`src/rtl/fetch_stage.sv`:
```
// Instruction fetch stage: PC register, one-cycle fetch from a combinational imem, output holding
// register with valid/ready handshake. Optional misaligned-target fault via FETCH_MISALIGN_CHK_EN.
module fetch_stage #(
  parameter logic [7:0] RESET_PC = 8'h00
) (
  input  logic        clk,
  input  logic        rst,
  output logic [5:0]  imem_addr,
  input  logic [31:0] imem_data,
  input  logic        br_taken,
  input  logic [7:0]  br_target,
  input  logic        if_ready,
  output logic        if_valid,
  output logic [31:0] if_inst,
  output logic [7:0]  if_pc,
  output logic        fault
);

  typedef enum logic [0:0] {StRun, StFault} state_e;

  state_e      state_q, state_d;
  logic [7:0]  pc_q, pc_d;
  logic        valid_q, valid_d;
  logic [31:0] inst_q, inst_d;
  logic [7:0]  ipc_q, ipc_d;

  always_comb begin
    state_d = state_q;
    pc_d    = pc_q;
    valid_d = valid_q;
    inst_d  = inst_q;
    ipc_d   = ipc_q;
    unique case (state_q)
      StFault: begin
        valid_d = 1'b0;
      end
      StRun: begin
        if (br_taken) begin
          // Redirect wins over advance/stall; the word read this cycle is dropped.
          valid_d = 1'b0;
`ifdef FETCH_MISALIGN_CHK_EN
          if (br_target[1:0] != 2'b00) begin
            state_d = StFault;
          end else begin
            pc_d = br_target;
          end
`else
          pc_d = {br_target[7:2], 2'b00};
`endif
        end else if (!valid_q || if_ready) begin
          inst_d  = imem_data;
          ipc_d   = pc_q;
          valid_d = 1'b1;
          pc_d    = pc_q + 8'd4;
        end
      end
      default: state_d = StRun;
    endcase
  end

  always_ff @(posedge clk) begin
    if (!rst) begin
      state_q <= StRun;
      pc_q    <= RESET_PC;
      valid_q <= 1'b0;
      inst_q  <= 32'h0;
      ipc_q   <= 8'h00;
    end else begin
      state_q <= state_d;
      pc_q    <= pc_d;
      valid_q <= valid_d;
      inst_q  <= inst_d;
      ipc_q   <= ipc_d;
    end
  end

  assign imem_addr = pc_q[7:2];
  assign if_valid  = valid_q;
  assign if_inst   = inst_q;
  assign if_pc     = ipc_q;

`ifdef FETCH_MISALIGN_CHK_EN
  assign fault = (state_q == StFault);
`else
  logic unused_tgt_lsbs;
  assign unused_tgt_lsbs = ^br_target[1:0];
  assign fault = 1'b0;
`endif

endmodule

```
`config.mk`:
```
export PLATFORM = sky130hd
export DESIGN_NAME = fetch_stage
export DESIGN_NICKNAME = d
export VERILOG_FILES = /design/src/rtl/fetch_stage.sv
export SDC_FILE = /design/constraint.sdc
export NUM_CORES = 1
export LEC_CHECK = 0
export ABC_CLOCK_PERIOD_IN_PS = 1400
export BUFFER_PORTS_ARGS = -buffer_cell sky130_fd_sc_hd__buf_2
export CAP_MARGIN = 5
export CORE_MARGIN = 2
export CORE_UTILIZATION = 45
export DETAILED_ROUTE_END_ITERATION = 10
export PLACE_DENSITY = 0.79
export SYNTH_ARGS = -nofsm -noshare
export SYNTH_HDL_FRONTEND = slang
export SYNTH_SLANG_ARGS = --single-unit
```
`constraint.sdc`:
```
create_clock -name clk -period 1.4 [get_ports clk]
set_input_delay 0.14 -clock clk [delete_from_list [all_inputs] [get_ports clk]]
set_output_delay 0.14 -clock clk [all_outputs]
set_load 0.01 [all_outputs]
```
### Yosys cells after proc, flatten, opt, wreduce, memory -nomap -nowiden

Index checks and enable logic that the tools add are counted.

* bits in registers: 49
* input bits: 44
* output and inout port bits: 48
* logic and storage cells: 14

* $add $sub $neg: 1
* muxes and demuxes: 4
* bitwise logic cells: 1
* reductions and logical operators: 4

Operators with widths (count)
* 8-bit two-way mux: 2
* 8-bit by 3-bit adder with 8-bit output, second input constant: 1
* 1-bit two-way mux: 2
* 2-bit AND reduction: 1
* 2-bit nonzero test: 1
* 1-bit logical NOT: 1
* 1-bit logical OR: 1
* 1-bit inverter: 1

### Depth between registers and ports, before layout

Gate-level depths: netlist of the first run.

* word-level depth: 4
* mapped depth: 6
* gate-level depth less buffers: 4

### Worst setup path after synthesis of the first run

Ideal clock, no wire load.

* path type: reg2reg
* from: register valid_q (netlist: if_valid)
* to: register ipc_q[2] (netlist: if_pc[2])
* setup time: 0.116 ns
* arrival time: 1.043 ns
* path slack: 0.241 ns
* cell stages (with the launch flop): 7
* path buffers: 2
* cells stage by stage: dfxtp_1 nor2b_4 nor2_4 buf_6 buf_6 nand2_1 a21boi_1

* longest elaborated chain between the ends: 3

Ends and longest elaborated chain
* start: declaration: RTL line 23 `logic valid_q, valid_d;`
* start signal: assignment: RTL line 71 `valid_q <= valid_d;`
* 1-bit logical NOT: RTL line 50 `end else if (!valid_q || if_ready) begin`
* 1-bit logical OR: RTL line 50
* 2-bit AND reduction (no line)
* end signal: assignment: RTL line 73 `ipc_q <= ipc_d;`
* end: declaration: RTL line 25 `logic [7:0] ipc_q, ipc_d;`

No other way between the ends.
A chain may end at the register's enable or synchronous reset.

### Worst setup path in the final report of the first run

* from: register valid_q (netlist: if_valid)
* to: register inst_q[19] (netlist: if_inst[19])

* longest elaborated chain between the ends: 3

Ends and longest elaborated chain
* 1-bit logical NOT: RTL line 50
* 1-bit logical OR: RTL line 50
* 2-bit AND reduction (no line)
* end signal: assignment: RTL line 72 `inst_q <= inst_d;`
* end: declaration: RTL line 24 `logic [31:0] inst_q, inst_d;`

No other way between the ends.

==> results.sh, run 1 <==
export IMPL_run_status="finished clean"
export IMPL_synthCells=209
export IMPL_drive_above_1_share_pct=35.4
export IMPL_totalWireLength_um=4000
export IMPL_synthesis_area_um2=1820
export IMPL_synthTopCellsByArea="dfxtp_1 50%, nand2_1 17%, a21boi_1 8.3%, a21boi_0 7.4%, buf_6 3.7%"
export IMPL_r2r_slack_ps=160
export IMPL_coreArea_um2=3940
export IMPL_start_kind="register"
export IMPL_final_net_count=338
export IMPL_fin_area_um2=2370
export IMPL_path_delay_family="simple AND/OR/NAND/NOR gates"
export IMPL_cts_root_buf="clkbuf_8"
export IMPL_clk_latency_ps=290
export IMPL_htreeDepth=2
export IMPL_n_fill_cell=370
export IMPL_p_comb_share_pct=13.6
export IMPL_synth_top_cell_by_area="dfxtp_1"
export IMPL_worstPathCellList="nor2b_4, nor2_4, nand2_1, a21boi_0"
export IMPL_p_clk_share_pct=35.9
export IMPL_yosys_top_cells_count="81 x nand2_1, 45 x dfxtp_1, 20 x a21boi_1"
export IMPL_yosys_warnings=0
export IMPL_synth_edff_count=0
export IMPL_wl_met2_um=1830
export IMPL_clkTransAtPathRegs_ps=80
export IMPL_required_ps=1610
export IMPL_cp_num_buf_inv=0
export IMPL_async_reset_ff_share_pct=0
export IMPL_cts_sinks=45
export IMPL_die_h_um=67.5
export IMPL_synth_seq_cells=45
export IMPL_min_path_type="primary input to register"
export IMPL_slew_violations=0
export IMPL_min_to="pc_q[3]"
export IMPL_drc_errors=0
export IMPL_avgSynthCellArea_um2=8.69
export IMPL_cts_tree="done"
export IMPL_synth_top_flop_cell="dfxtp_1"
export IMPL_grt_start_max_net_pins=46
export IMPL_hpwlAfterDp_um=2630
export IMPL_vdd_ir_drop_max_v=0.000560
export IMPL_pre_cts_ws_ps=-74.4
export IMPL_crit_fanout=19
export IMPL_max_freq_mhz=808
export IMPL_switching_share_pct=23.9
export IMPL_reg2reg_from="if_valid"
export IMPL_p_leak_uw=0.00114
export IMPL_rsz0062_at_grt="no"
export IMPL_drtIter0Drc=98
export IMPL_gp_congestion=0.737
export IMPL_wl_met1_um=1800
export IMPL_routed_wl_met3_um=309
export IMPL_utilization_pct=60.0
export IMPL_hold_viol=0
export IMPL_slowest_delay_ps=410
export IMPL_antenna_found_initial=0
export IMPL_gr_usage_all_layers_pct=18.9
export IMPL_r2r_cells=4
export IMPL_via_per_inst=4.67
export IMPL_fin_crit_ps=1240
export IMPL_start_util_pct=46.0
export IMPL_seq_area_um2=901
export IMPL_pwr_density_cell_nw_per_um2=1170
export IMPL_detail_route_antenna_nets=0
export IMPL_crit_arrival_ps=1450
export IMPL_setup_viol_count_final=0
export IMPL_holdPathStages=2
export IMPL_overflow=0
export IMPL_first_global_vias=1504
export IMPL_ys_seq_area_share_pct=49.6
export IMPL_die_area_um2=4560
export IMPL_r2r_end="if_inst[19]"
export IMPL_critPathKind="register to register"
export IMPL_slowest_stage="nor2_4"
export IMPL_fin_worst_skew_ps=6.97
export IMPL_area_delta_synth_final_pct=30.4
export IMPL_drt_first_pass_iters=4
export IMPL_die_x_um=67.5
export IMPL_top_layer_used="met4"
export IMPL_power_frac_seq_pct=50.5
export IMPL_wl_per_cell_um=11.6
export IMPL_p_sw_uw=664
export IMPL_hp_start="br_target[3]"
export IMPL_ioPinCount=92
export IMPL_maxCapViolCount=0
export IMPL_ys_types=26
export IMPL_io_buffers=86
export IMPL_yosys_area_top_type_share_pct=49.6
export IMPL_timing_final_ws_setup_ps=163
export IMPL_synth_most_common_cell="nand2_1"
export IMPL_clockBufferDepth=2
export IMPL_cts_made_buffers=5
export IMPL_endpoint_kind="register"
export IMPL_rows=23
export IMPL_vias=1606
export IMPL_grt_pass1_wl_um=6400
export IMPL_antenna_cells=0
export IMPL_place_area_um2=2240
export IMPL_fin_setup_tns_ps=0
export IMPL_internal_power_uw=2110
export IMPL_finalCritPeriodShare_pct=88.4
export IMPL_multiInputGateArea_um2=811
export IMPL_crit_path_start="if_valid"
[metal layers]
metal / vias to the layer above / GRT usage (%)
met5: - / 0
met4: 0 / 8.42
met3: 5 / 5.50
met2: 61 / 32.8
met1: 705 / 21.3
li1: 835 / -
[how the worst max path moves through the flow]
stage / endpoint / slack (ps) / cells past startpoint
floorplan: if_pc[2] / 240 / 6
global placement: if_inst[19] / 5 / 4
detailed placement: if_inst[19] / -70 / 4
CTS: if_inst[19] / 130 / 4
global route: if_inst[19] / 7 / 4
finish: if_inst[19] / 160 / 4
[repair_timing]
action                     CTS  global route
gates resized for setup      1             0
hold endpoints to repair     0             0
setup endpoints to repair   38             0
buffers inserted             0             0
hold buffers                 0             0
[power by group through the flow]
stage	clock network [uW]	registers [uW]	logic, uW
3_5_place_dp	0	1430	377
3_3_place_gp	0	1430	369
4_1_cts	1030	1400	385
5_1_grt	1100	1410	427
2_1_floorplan	0	1470	191
6_report	996	1400	379
[cell usage in the layout (no fill, tap or decap), drive strengths merged]
| cell type | count |
|---|---|
| a21boi | 38 |
| a21oi | 4 |
| and2 | 1 |
| buf | 90 |
| bufinv | 1 |
| clkbuf | 7 |
| conb | 3 |
| dfxtp | 45 |
| ha | 1 |
| inv | 1 |
| nand2 | 82 |
| nand2b | 1 |
| nand3 | 2 |
| nand4 | 1 |
| nor2 | 3 |
| nor2b | 2 |
| nor3 | 1 |
| o211a | 1 |
| o21ai | 5 |
| xnor2 | 3 |
| xor2 | 2 |
[sequential cells by signal (all words and copies together), names as in the netlist]
signal    flops
if_inst      32
if_valid      1
pc_q          6
if_pc         6
[layout make-up]
| class | count | share of cell area, % |
|---|---|---|
| clock buffer | 7 | 3.65 |
| clock inverter | 1 | 1.27 |
| inverter | 1 | 0.159 |
| multi-input combinational | 150 | 34.2 |
| sequential | 45 | 38.1 |
| tap | 50 | 2.64 |
| timing repair buffer | 90 | 20.0 |
[kinds of logic after synthesis]
logic type	count (synthesis)	share of synthesized area (%)
AO/OA/AOI/OAI	48	18.7
XOR/XNOR	5	2.41
adder cells (fa/ha/maj)	1	0.689
buffers and inverters	17	6.75
flip-flops	45	49.6
other	1	0.207
AND/OR/NAND/NOR	92	21.6
[metrics by stage]
step	hold WS (ps)	power, uW	cells
floorplan	212	1660	211
global placement	364	1800	335
finish	66.6	2780	344
detailed placement	371	1810	335
global route	53.2	2940	344
CTS	57.3	2820	344
No activity file was read; power rests on OpenSTA's default activity.
==> inputs of run 2 (changes only) <==
==> config.mk (replaced) <==
export PLATFORM = sky130hd
export DESIGN_NAME = fetch_stage
export DESIGN_NICKNAME = d
export VERILOG_FILES = /design/src/rtl/fetch_stage.sv
export SDC_FILE = /design/constraint.sdc
export NUM_CORES = 1
export LEC_CHECK = 0
export ABC_CLOCK_PERIOD_IN_PS = 1400
export CAP_MARGIN = 5
export CORE_MARGIN = 2
export CORE_UTILIZATION = 60
export DETAILED_ROUTE_END_ITERATION = 10
export DONT_BUFFER_PORTS = 1
export PLACE_DENSITY = 0.76
export SYNTH_ARGS = -nofsm -noshare
export SYNTH_HDL_FRONTEND = slang
export SYNTH_SLANG_ARGS = --single-unit
==> results.sh, run 2 (synthesized netlist as in run 1, its figures left out) <==
export IMPL_worstMarginPinSlew_ps=1100
export IMPL_max_freq_mhz=769
export IMPL_coreArea_um2=2810
export IMPL_die_h_um=59.0
export IMPL_vdd_ir_drop_max_v=0.000703
export IMPL_start_kind="register"
export IMPL_drc_errors=0
export IMPL_place_area_um2=1790
export IMPL_critPathKind="register to register"
export IMPL_crit_arrival_ps=1570
export IMPL_pwr_density_cell_nw_per_um2=1040
export IMPL_path_delay_family="simple AND/OR/NAND/NOR gates"
export IMPL_p_leak_uw=0.000917
export IMPL_wl_per_cell_um=16.2
export IMPL_r2r_end="if_inst[26]"
export IMPL_layout_common_cells="81 x nand2_1, 45 x dfxtp_1, 39 x dlygate4sd3_1, 20 x a21boi_1, 18 x a21boi_0"
export IMPL_grt_pass1_wl_um=7100
export IMPL_io_buffers=0
export IMPL_required_ps=1670
export IMPL_vias=1557
export IMPL_cts_tree="done"
export IMPL_min_to="pc_q[7]"
export IMPL_clockBufferDepth=2
export IMPL_htreeDepth=2
export IMPL_slew_violations=0
export IMPL_min_path_type="primary input to register"
export IMPL_largest_reg_flops=32
export IMPL_seq_area_um2=901
export IMPL_die_x_um=59.0
export IMPL_cts_sinks=45
export IMPL_fin_crit_ps=1300
export IMPL_gr_usage_all_layers_pct=27.4
export IMPL_n_fill_cell=176
export IMPL_cp_num_buf_inv=0
export IMPL_gp_congestion=0.754
export IMPL_grt_start_max_net_pins=41
export IMPL_slowest_stage="nor2_4"
export IMPL_final_cells=283
export IMPL_clk_latency_ps=350
export IMPL_cts_made_buffers=5
export IMPL_placed_cells_incl_taps=232
export IMPL_multiInputGateArea_um2=811
export IMPL_detail_route_antenna_nets=0
export IMPL_overflow=0
export IMPL_cts_root_buf="clkbuf_4"
export IMPL_holdPathStages=2
export IMPL_antenna_found_initial=0
export IMPL_mostFrequentLayoutCell="nand2_1"
export IMPL_r2r_cells=4
export IMPL_ioPinCount=92
export IMPL_area_delta_synth_final_pct=26.3
export IMPL_hold_viol=0
export IMPL_rsz0062_at_grt="no"
export IMPL_max_slew_margin_pct=27.0
export IMPL_final_net_count=297
export IMPL_run_status="finished clean"
export IMPL_antenna_cells=0
export IMPL_reg2reg_from="if_valid"
export IMPL_finalCritPeriodShare_pct=92.9
export IMPL_hpwlAfterDp_um=2380
export IMPL_start_util_pct=64.7
export IMPL_die_area_um2=3480
export IMPL_totalWireLength_um=4580
export IMPL_first_global_vias=1566
export IMPL_maxCapViolCount=0
export IMPL_worstPathCellList="nor2b_4, nor2_4, nand2_1, a21boi_0"
export IMPL_fin_worst_skew_ps=8.64
export IMPL_via_per_inst=5.50
export IMPL_fin_area_um2=2290
export IMPL_endpoint_kind="register"
export IMPL_drive_above_1_share_pct=8.73
export IMPL_crit_fanout=19
export IMPL_slowest_delay_ps=380
export IMPL_drtIter0Drc=67
export IMPL_clkTransAtPathRegs_ps=120
export IMPL_r2r_slack_ps=100
export IMPL_hp_start="br_taken"
export IMPL_setup_viol_count_final=0
export IMPL_rows=19
export IMPL_drt_first_pass_iters=4
-- run 2: metrics by stage --
stage | util (%) | setup TNS [ps] | total power [uW] | hold slack, ps | setup WS (ps)
floorplan | - | 0 | 1660 | 212 | 241
global placement | 63.7 | 0 | 1660 | 213 | 52.1
detailed placement | 63.7 | -905 | 1680 | 216 | -86.1
CTS | 80.4 | 0 | 2380 | 1.26 | 0.278
global route | 81.7 | 0 | 2500 | 13.5 | 39.8
finish | 81.7 | 0 | 2390 | 2.80 | 99.3
-- run 2: worst max path at each step --
stage,startpoint,end,slack [ps],cells after the start
3_3_place_gp,if_valid,if_inst[19],50,4
6_report,if_valid,if_inst[26],100,4
2_1_floorplan,if_valid,if_pc[2],240,6
5_1_grt,if_valid,if_inst[17],40,6
3_5_place_dp,if_valid,if_inst[30],-90,4
4_1_cts,rst,if_inst[30],0.3,2
-- run 2: timing repair --
action                                  in CTS  in global routing
buffers inserted                             0                  3
endpoints found under the setup margin      38                 40
resized for setup                            1                  1
gates cloned                                 1                  0
hold buffers                                40                  0
pin swaps                                    0                  1
endpoints found under the hold margin       45                  0
-- run 2: cell type report --
type                            count  share of cell area [%]
Inverter                            1                   0.164
Tap cell                           31                    1.69
Timing Repair Buffer               49                    21.1
Clock buffer                        7                    2.40
Sequential cell                    45                    39.3
Multi-Input combinational cell    150                    35.4
-- run 2: power by group --
group | internal (uW) | switching (uW) | total (uW) | leakage, uW
Sequential | 1360 | 87.7 | 1440 | 0.000371
Clock | 238 | 368 | 606 | 0.0000314
Combinational | 180 | 159 | 339 | 0.000515
-- run 2: metal layers --
metal | GRT usage [%] | wire (um)
met1 | 30.2 | 1730
met2 | 49.5 | 2380
met5 | 0 | 0
met4 | 9.09 | 71
met3 | 8.52 | 404
